$ cat config.mk
export PLATFORM = sky130hd
export DESIGN_NAME = regfile_write_arbiter
export DESIGN_NICKNAME = d
export VERILOG_FILES = /design/src/rtl/regfile_write_arbiter_pkg.sv /design/src/rtl/regfile_wr_queue.sv /design/src/rtl/regfile_write_arbiter.sv
export SDC_FILE = /design/constraint.sdc
export NUM_CORES = 1
export LEC_CHECK = 0
export ABC_AREA = 0
export CAP_MARGIN = 10
export CORE_MARGIN = 5
export CORE_UTILIZATION = 54
export CTS_BUF_LIST = sky130_fd_sc_hd__clkbuf_4 sky130_fd_sc_hd__clkbuf_8 sky130_fd_sc_hd__clkbuf_16
export DETAILED_ROUTE_END_ITERATION = 8
export PLACE_DENSITY_LB_ADDON = 0.2
export SETUP_SLACK_MARGIN = 0.3
export SLEW_MARGIN = 10
export SYNTH_ARGS = -nofsm -noshare
export SYNTH_HDL_FRONTEND = slang
export SYNTH_HIERARCHICAL = 1
export SYNTH_SLANG_ARGS = --single-unit
$ cat constraint.sdc
create_clock -name Clk -period 5 [get_ports Clk]
set_clock_uncertainty 0.2 [all_clocks]
set_input_delay 1.25 -clock Clk [delete_from_list [all_inputs] [get_ports Clk]]
set_output_delay 1.25 -clock Clk [all_outputs]
set_load 0.01 [all_outputs]
$ cat src/rtl/regfile_write_arbiter_pkg.sv
// Shared constants and types for every register-file write source.
package regfile_write_arbiter_pkg;

  localparam int unsigned REG_ADDR_W = 5;
  localparam int unsigned DATA_W     = 32;
  localparam int unsigned NUM_REGS   = 32;

  localparam logic [REG_ADDR_W-1:0] ZERO_REG = '0;

  // One register-file write: valid strobe, destination and payload.
  typedef struct packed {
    logic                  valid;
    logic [REG_ADDR_W-1:0] reg_addr;
    logic [DATA_W-1:0]     data;
  } wr_req_t;

  typedef enum logic {
    StIdle,
    StStall
  } stall_state_e;

endpackage

$ cat src/rtl/regfile_wr_queue.sv
// Circular buffer of deferred register writes. Each slot carries a live bit so
// that a younger write to the same register can cancel it without reordering
// the buffer; cancelled slots still drain through the head in order.
module regfile_wr_queue
  import regfile_write_arbiter_pkg::*;
#(
  parameter int unsigned DEPTH = 2
) (
  input  logic                  clk_i,
  input  logic                  rst_ni,
  input  wr_req_t               push_req_i,  // valid doubles as the push strobe
  input  logic                  pop_i,       // only asserted while not empty
  input  logic                  kill_i,
  input  logic [REG_ADDR_W-1:0] kill_reg_i,
  output wr_req_t               head_o,      // valid = head slot still live
  output logic                  empty_o,
  output logic                  full_o,
  output logic [NUM_REGS-1:0]   pending_o
);

  localparam int unsigned PtrW = (DEPTH > 1) ? $clog2(DEPTH) : 1;
  localparam int unsigned CntW = PtrW + 1;

  logic [PtrW-1:0]       wr_ptr_q, wr_ptr_d;
  logic [PtrW-1:0]       rd_ptr_q, rd_ptr_d;
  logic [CntW-1:0]       count_q, count_d;
  logic [DEPTH-1:0]      live_q, live_d;
  logic [REG_ADDR_W-1:0] reg_q  [DEPTH];
  logic [DATA_W-1:0]     data_q [DEPTH];

  assign empty_o = (count_q == '0);
  assign full_o  = (count_q == CntW'(DEPTH));

  assign head_o = '{valid:    live_q[rd_ptr_q],
                    reg_addr: reg_q[rd_ptr_q],
                    data:     data_q[rd_ptr_q]};

  // Next-state for pointers, occupancy and live bits; kill is applied before
  // the push so an entry entering this edge is never cancelled by itself.
  always_comb begin
    wr_ptr_d = wr_ptr_q;
    rd_ptr_d = rd_ptr_q;
    count_d  = count_q;
    live_d   = live_q;
    if (kill_i) begin
      for (int i = 0; i < int'(DEPTH); i++) begin
        if (reg_q[i] == kill_reg_i) live_d[i] = 1'b0;
      end
    end
    if (pop_i) begin
      live_d[rd_ptr_q] = 1'b0;
      rd_ptr_d         = rd_ptr_q + PtrW'(1);
    end
    if (push_req_i.valid) begin
      live_d[wr_ptr_q] = 1'b1;
      wr_ptr_d         = wr_ptr_q + PtrW'(1);
    end
    case ({push_req_i.valid, pop_i})
      2'b10:   count_d = count_q + CntW'(1);
      2'b01:   count_d = count_q - CntW'(1);
      default: count_d = count_q;
    endcase
  end

  // Queue state register; reset discards every stored entry.
  always_ff @(posedge clk_i or negedge rst_ni) begin
    if (!rst_ni) begin
      wr_ptr_q <= '0;
      rd_ptr_q <= '0;
      count_q  <= '0;
      live_q   <= '0;
      for (int i = 0; i < int'(DEPTH); i++) begin
        reg_q[i]  <= '0;
        data_q[i] <= '0;
      end
    end else begin
      wr_ptr_q <= wr_ptr_d;
      rd_ptr_q <= rd_ptr_d;
      count_q  <= count_d;
      live_q   <= live_d;
      if (push_req_i.valid) begin
        reg_q[wr_ptr_q]  <= push_req_i.reg_addr;
        data_q[wr_ptr_q] <= push_req_i.data;
      end
    end
  end

  // Pending bitmap: one bit per register with a live queued write.
  always_comb begin
    pending_o = '0;
    for (int i = 0; i < int'(DEPTH); i++) begin
      if (live_q[i]) pending_o[reg_q[i]] = 1'b1;
    end
    pending_o[ZERO_REG] = 1'b0;
  end

endmodule

$ cat src/rtl/regfile_write_arbiter.sv
// Shares the register-file write port between the writeback stage (A, fixed
// priority, no backpressure) and a queued multi-cycle source (B). Raises a
// stall request when B has been locked out for too long.
module regfile_write_arbiter
  import regfile_write_arbiter_pkg::*;
#(
  parameter int unsigned DEPTH        = 2,
  parameter int unsigned STARVE_LIMIT = 4
) (
  input  logic                  Clk,
  input  logic                  Rst,
  input  logic                  A_Valid,
  input  logic [REG_ADDR_W-1:0] A_Reg,
  input  logic [DATA_W-1:0]     A_Data,
  input  logic                  B_Valid,
  output logic                  B_Ready,
  input  logic [REG_ADDR_W-1:0] B_Reg,
  input  logic [DATA_W-1:0]     B_Data,
  output logic                  RegWrite,
  output logic [REG_ADDR_W-1:0] WriteRegister,
  output logic [DATA_W-1:0]     WriteData,
  output logic [NUM_REGS-1:0]   Pending,
  output logic                  Stall_Req
);

  localparam int unsigned StarveW = $clog2(STARVE_LIMIT + 1);
  localparam logic [StarveW-1:0] StarveMax = StarveW'(STARVE_LIMIT);

  wr_req_t               push_req;
  wr_req_t               head;
  logic                  q_empty, q_full;
  logic                  a_write, pop;
  wr_req_t               out_q, out_d;
  logic [StarveW-1:0]    starve_q, starve_d;
  stall_state_e          state_q, state_d;
  logic                  pop_q;

  assign B_Ready = !q_full;
  // A with register 0 still owns the port this edge; it just writes nothing.
  assign a_write = A_Valid && (A_Reg != ZERO_REG);
  assign pop     = !A_Valid && !q_empty;

  // Writes to register 0 are accepted from B but dropped on the floor.
  assign push_req = '{valid:    B_Valid && B_Ready && (B_Reg != ZERO_REG),
                      reg_addr: B_Reg,
                      data:     B_Data};

  regfile_wr_queue #(
    .DEPTH (DEPTH)
  ) u_wr_queue (
    .clk_i      (Clk),
    .rst_ni     (Rst),
    .push_req_i (push_req),
    .pop_i      (pop),
    .kill_i     (a_write),
    .kill_reg_i (A_Reg),
    .head_o     (head),
    .empty_o    (q_empty),
    .full_o     (q_full),
    .pending_o  (Pending)
  );

  // Port grant; address and data hold their last value when nothing is written.
  always_comb begin
    out_d       = out_q;
    out_d.valid = 1'b0;
    if (A_Valid) begin
      if (a_write) out_d = '{valid: 1'b1, reg_addr: A_Reg, data: A_Data};
    end else if (pop && head.valid) begin
      out_d = head;
    end
  end

  // Starvation counter: counts edges where B is waiting and A holds the port.
  always_comb begin
    starve_d = '0;
    if (A_Valid && !q_empty) begin
      starve_d = (starve_q == StarveMax) ? starve_q : starve_q + StarveW'(1);
    end
  end

  // Stall FSM next state; leaves STALL one edge after B gets a pop.
  always_comb begin
    state_d = state_q;
    unique case (state_q)
      StIdle:  if (starve_d == StarveMax) state_d = StStall;
      StStall: if (pop_q) state_d = StIdle;
      default: state_d = StIdle;
    endcase
  end

  assign Stall_Req = (state_q == StStall);

  // Output, counter and FSM registers.
  always_ff @(posedge Clk or negedge Rst) begin
    if (!Rst) begin
      out_q    <= '0;
      starve_q <= '0;
      state_q  <= StIdle;
      pop_q    <= 1'b0;
    end else begin
      out_q    <= out_d;
      starve_q <= starve_d;
      state_q  <= state_d;
      pop_q    <= pop;
    end
  end

  assign RegWrite      = out_q.valid;
  assign WriteRegister = out_q.reg_addr;
  assign WriteData     = out_q.data;

endmodule

==> results.sh, run 1 <==
export IMPL_syn_area_sq_um=6181
export IMPL_synthDistinctLibCells=39
export IMPL_critPathTopFamily="buffers and inverters"
export IMPL_clockRootBuffer="clkbuf_16"
export IMPL_routed_wl_um=16670
export IMPL_cp_start_kind="flop"
export IMPL_drive_above_1_share_pct=24.48
export IMPL_crit_type="reg -> out"
export IMPL_cts_resized_gates=0
export IMPL_hold_slack_ns=0.2940
export IMPL_outcome="finished, final reports clean"
export IMPL_drc=0
export IMPL_min_period_over_period_pct=73.80
export IMPL_antenna_diode_count=0
export IMPL_period_minus_slack_ns=3.690
export IMPL_rows=39
export IMPL_critPathBufInv=1
export IMPL_worstSkewPairLatency_ns=0.41
export IMPL_rsz0062_at_grt="no"
export IMPL_cp_slowest_stage_delay_ns=0.57
export IMPL_cts_tree="yes"
export IMPL_io_buffers=148
export IMPL_cts_sinks=123
export IMPL_crit_fanout=11
export IMPL_gp_congestion=0.8880
export IMPL_syn_inst=537
export IMPL_layout_common_cells="146 x clkdlybuf4s50_1, 122 x dfrtp_1, 112 x mux2_2"
export IMPL_drv_cap=0
export IMPL_gr_max_usage_layer="met2"
export IMPL_peakVddDrop_mv=0.3677
export IMPL_final_setup_viol_count=0
export IMPL_finalHoldViolCount=0
export IMPL_grt_util_met2_pct=43.42
export IMPL_ys_warn_count=6
export IMPL_grt_first_pass_wirelength_um=26900
export IMPL_core_area_sq_um=11320
export IMPL_use_met3_pct=6.632
export IMPL_synth_edff_count=0
export IMPL_track_usage_pct=25.32
export IMPL_worstPathCellList="or3b_2, o22ai_1, clkdlybuf4s50_1"
export IMPL_die_y_um=117.0
export IMPL_power_density_nw_per_um2=647.8
export IMPL_synth_main_ff_cell="dfrtp_1"
export IMPL_clockBufferDepth=2
export IMPL_hold_class="reg -> reg"
export IMPL_place_hpwl_um=10980
export IMPL_wl_per_cell_um=20.30
export IMPL_syn_avg_cell_area_sq_um=11.51
export IMPL_vias_per_cell=5.933
export IMPL_nets=746
export IMPL_nFillCells=803
export IMPL_slew_viol_final=0
export IMPL_async_flop_share_pct=100.0
export IMPL_clkSlewWorstSetupHoldPaths_ns=0.05
export IMPL_drtIter0Drc=273
export IMPL_max_slew_margin_pct=33.76
export IMPL_ioPinCount=150
export IMPL_endpoint_kind="output pin"
export IMPL_tns_ns=0
export IMPL_cts_setup_buffers=0
export IMPL_ys_seq_area_share_pct=49.80
export IMPL_tightest_slew_ns=0.9936
export IMPL_grt_pass1_vias=5333
export IMPL_dieWidth_um=117.0
export IMPL_cts_buffers=17
export IMPL_antenna_found_initial=0
export IMPL_dr_total_vias=4871
export IMPL_firstDrtPassIters=5
export IMPL_use_met1_pct=30.83
export IMPL_max_freq_mhz=271.0
export IMPL_grt_max_degree=58
export IMPL_crit_required_ns=3.55
export IMPL_htree_levels=4
export IMPL_syn_nets=618
export IMPL_final_common_cell="clkdlybuf4s50_1"
export IMPL_start_util_pct=54.60
export IMPL_dieArea_sq_um=13690
export IMPL_overflow=0
export IMPL_ys_seq_elements=123
export IMPL_cts_hold_buffers_added=0
export IMPL_crit_slowest_cell="clkdlybuf4s50_1"
export IMPL_total_power_w=0.005378
export IMPL_drtAntennaViolNets=0
export IMPL_leakagePower_nw=3.303
export IMPL_cp_arrival_ns=2.24
export IMPL_synthToLayoutAreaGrowth_pct=34.33
kinds of logic (layout without fill, tap and decap cells):
logic type | after synthesis | after routing | share of synthesized area (%)
compound gates | 115 | 115 | 13.42
xor+xnor | 15 | 15 | 2.126
fa+ha+maj | 3 | 3 | 0.6074
buf+inv | 52 | 193 | 4.393
flops | 123 | 123 | 49.80
mux | 112 | 112 | 20.40
other cells | 1 | 1 | 0.06067
simple gates | 116 | 116 | 9.191
synthesized netlist by cell type (2+ instances only):
cell	count	area, sq um
dfrtp_1	123	3078
clkbuf_1	22	82.58
o211ai_1	61	457.9
ha_1	3	37.54
o211ai_2	4	50.05
nand2_1	73	274.0
buf_2	15	75.07
or3b_1	4	35.03
a21oi_1	3	15.01
or3_1	3	18.77
buf_4	3	22.52
nor4_1	2	12.51
nand2b_1	3	18.77
nand3_1	4	20.02
nand3b_1	11	82.58
mux2_2	112	1261
nor2b_1	2	12.51
xnor2_1	3	26.28
or3b_2	3	26.28
nor2_1	5	18.77
o21a_1	2	15.01
inv_1	5	18.77
buf_6	6	67.56
xor2_1	12	105.1
o22ai_1	31	193.9
o21ai_1	5	25.02
a22oi_1	5	37.54
registers in the layout, indices dropped and copies added (netlist names):
| register | count |
|---|---|
| u_wr_queue/count_q | 2 |
| WriteData | 32 |
| u_wr_queue/rd_ptr_q | 1 |
| pop_q | 1 |
| u_wr_queue/data_q | 64 |
| RegWrite | 1 |
| u_wr_queue/live_q | 2 |
| u_wr_queue/reg_q | 10 |
| WriteRegister | 5 |
| u_wr_queue/wr_ptr_q | 1 |
| starve_q | 3 |
| Stall_Req | 1 |
per-stage QoR:
stage | area (sq um) | utilization [%] | setup slack [ns] | std cells
3_5_place_dp | 7657 | 67.64 | 1.010 | 789
2_1_floorplan | 6181 | - | 2.014 | 537
3_3_place_gp | 7657 | 67.64 | 1.062 | 789
5_1_grt | 8303 | 73.34 | 1.228 | 821
4_1_cts | 8303 | 73.34 | 1.308 | 821
6_report | 8303 | 73.34 | 1.310 | 821
power breakdown:
part           switching, W  internal, W  total (W)
combinational      0.000914      0.00121    0.00212
clock              0.000437     0.000885    0.00132
sequential         0.000448      0.00149    0.00193
total               0.00180      0.00358    0.00538
per-layer routing:
layer | vias up | wire (um)
met5 | - | 0
met3 | 27 | 1095
met1 | 2439 | 6910
met4 | 0 | 286
li1 | 2219 | -
met2 | 186 | 8375
worst register-to-register path: stages, from the launching register on:
cell and delay [ns]:
dfrtp_2 1.01, mux2_2 0.33, nor3b_4 0.64, buf_4 0.41, a22oi_1 0.16, o21ai_1 0.15
path summary, 6_finish.rpt:
| kind | cells past startpoint | to | slack (ns) | startpoint |
|---|---|---|---|---|
| min in group asynchronous | 1 | WriteData[7]$_DFFE_PN0P_ | 0.70 | Rst |
| max | 3 | Pending[17] | 1.31 | u_wr_queue/reg_q[9]$_DFFE_PN0P_ |
| max in group asynchronous | 2 | u_wr_queue/data_q[0]$_DFFE_PN0P_ | 2.95 | Rst |
| min reg2reg | 1 | Stall_Req$_DFF_PN0_ | 0.29 | Stall_Req$_DFF_PN0_ |
| min | 1 | Stall_Req$_DFF_PN0_ | 0.29 | Stall_Req$_DFF_PN0_ |
| max reg2reg | 5 | WriteRegister[1]$_DFFE_PN0P_ | 2.01 | u_wr_queue/rd_ptr_q$_DFFE_PN0P_ |
final cells by class:
class	count	area (sq um)	area share [%]
clock inverter	10	163.9	1.974
timing repair buffer	156	1534	18.47
multi-input combinational	362	2846	34.28
clock buffer	22	481.7	5.802
tap	143	178.9	2.155
inverter	5	18.77	0.2260
sequential	123	3079	37.09
No activity file was read; power rests on OpenSTA's default activity.
==> inputs of run 2 (changes only) <==
CORE_UTILIZATION = 45   (was 54)
clock period = 3.37 ns   (was 5 ns; I/O delays follow)
==> results.sh, run 2 (synthesized netlist as in run 1, its figures left out) <==
export IMPL_regToRegStartpoint="u_wr_queue/count_q[1]$_DFFE_PN0P_"
export IMPL_hold_class="in -> async"
export IMPL_postLayoutSetupSlackWorst_ns=0.3162
export IMPL_drc=0
export IMPL_endpoint_kind="output pin"
export IMPL_clkSlewWorstSetupHoldPaths_ns=0.06
export IMPL_leakagePower_nw=3.607
export IMPL_use_met3_pct=6.219
export IMPL_finalHoldViolCount=0
export IMPL_die_y_um=127.2
export IMPL_final_setup_viol_count=0
export IMPL_wl_per_cell_um=18.62
export IMPL_cp_start_kind="flop"
export IMPL_start_util_pct=46.31
export IMPL_period_minus_slack_ns=3.054
export IMPL_cp_arrival_ns=2.01
export IMPL_routed_wl_um=16250
export IMPL_gp_congestion=0.8133
export IMPL_final_common_cell="clkdlybuf4s50_1"
export IMPL_crit_type="reg -> out"
export IMPL_place_hpwl_um=11260
export IMPL_max_slew_margin_pct=40.73
export IMPL_top_register="u_wr_queue/data_q"
export IMPL_power_density_nw_per_um2=942.9
export IMPL_r2r_slack_ns=1.15
export IMPL_rsz0062_at_grt="yes"
export IMPL_regToRegEndpoint="u_wr_queue/data_q[38]$_DFFE_PN0P_"
export IMPL_crit_slowest_cell="clkdlybuf4s50_1"
export IMPL_stdcell_count=873
export IMPL_r2r_worst_path_cells=6
export IMPL_gr_max_usage_layer="met2"
export IMPL_dp_cells=828
export IMPL_crit_required_ns=2.33
export IMPL_cts_tree="yes"
export IMPL_cts_sinks=123
export IMPL_slew_viol_final=0
export IMPL_drtAntennaViolNets=0
export IMPL_synthToLayoutAreaGrowth_pct=38.30
export IMPL_worstPathCellList="buf_4, nand3b_1, o22ai_2, clkdlybuf4s50_1"
export IMPL_nets=765
export IMPL_cts_buffers=17
export IMPL_tns_ns=0
export IMPL_dieArea_sq_um=16180
export IMPL_grt_pass1_vias=5342
export IMPL_tightest_slew_ns=0.8890
export IMPL_hold_slack_ns=0.1988
export IMPL_track_usage_pct=20.70
export IMPL_crit_fanout=6
export IMPL_antenna_found_initial=0
export IMPL_dr_total_vias=4908
export IMPL_clockBufferDepth=2
export IMPL_htree_levels=4
export IMPL_dieWidth_um=127.2
export IMPL_min_period_over_period_pct=90.62
export IMPL_grt_max_degree=59
export IMPL_grt_util_met2_pct=34.62
export IMPL_io_buffers=148
export IMPL_use_met1_pct=25.08
export IMPL_outcome="finished, final reports clean"
export IMPL_pre_cts_ws_ns=0.2569
export IMPL_ioPinCount=150
export IMPL_grt_first_pass_wirelength_um=26850
export IMPL_core_area_sq_um=13350
export IMPL_drive_above_1_share_pct=28.41
export IMPL_firstDrtPassIters=4
export IMPL_cp_slowest_stage_delay_ns=0.56
export IMPL_drv_cap=0
export IMPL_layout_common_cells="121 x clkdlybuf4s50_1, 112 x dfrtp_1, 112 x mux2_2"
export IMPL_vias_per_cell=5.622
export IMPL_rows=42
export IMPL_clockRootBuffer="clkbuf_16"
export IMPL_max_freq_mhz=327.5
export IMPL_overflow=0
export IMPL_peakVddDrop_mv=0.4494
export IMPL_drtIter0Drc=271
export IMPL_antenna_diode_count=0
export IMPL_worstSkewPairLatency_ns=0.41
export IMPL_largest_reg_flops=64
## run 2: stage by stage
step                instance area [sq um]  total power [W]  util (%)
detailed placement                   7794         0.006042     58.39
finish                               8548         0.008060     64.04
CTS                                  8503         0.008092     63.70
global route                         8548         0.008567     64.04
floorplan                            6181         0.004783         -
global placement                     7794         0.005911     58.39
## run 2: worst max-delay path, delay by kind of cell, from the launching register on
family	cells	cell delay [ns]
buffers and inverters	2	0.74
flip-flops	1	0.45
AND/OR/NAND/NOR	1	0.22
AO/OA/AOI/OAI	1	0.19
## run 2: per-layer routing
layer / part of all wire, % / vias to the layer above / routed length [um]
met2: 50 / 174 / 8078
met1: 42 / 2443 / 6748
met3: 5.9 / 36 / 958
met5: 0 / - / 0
met4: 2.9 / 0 / 468
li1: - / 2255 / -
## run 2: area by class of cell
cell class	count	area (sq um)
clock buffers	20	460.4
clock inverters	12	168.9
fillers	1070	4800
inverters	5	18.77
multi-input cells	362	2858
flip-flops and latches	123	3092
well taps	176	220.2
repair buffers	175	1730
## run 2: power breakdown
part	total, W	switching [W]	internal, W	leakage (nW)
clock network	0.00193	0.000648	0.00128	0.309
registers	0.00273	0.000511	0.00222	1.45
logic	0.00340	0.00148	0.00192	1.85
total	0.00806	0.00264	0.00542	3.61
## run 2: repair_timing
item	CTS	global route
gates resized for setup	30	8
buffers inserted	10	3
pin swaps	0	3
hold buffers	0	0
endpoints found under the hold margin	0	0
setup endpoints to repair	27	12
## run 2: how the worst max path moves through the flow
stage	start	to	slack (ns)	depth (start not counted)
5_1_grt	u_wr_queue/reg_q[9]$_DFFE_PN0P_	Pending[13]	0.21	4
3_3_place_gp	A_Reg[1]	u_wr_queue/live_q[0]$_DFF_PN0_	0.30	5
6_report	u_wr_queue/reg_q[9]$_DFFE_PN0P_	Pending[13]	0.32	4
4_1_cts	u_wr_queue/reg_q[9]$_DFFE_PN0P_	Pending[13]	0.30	4
2_1_floorplan	B_Reg[1]	u_wr_queue/data_q[10]$_DFFE_PN0P_	0.79	6
3_5_place_dp	A_Reg[1]	u_wr_queue/live_q[0]$_DFF_PN0_	0.26	5
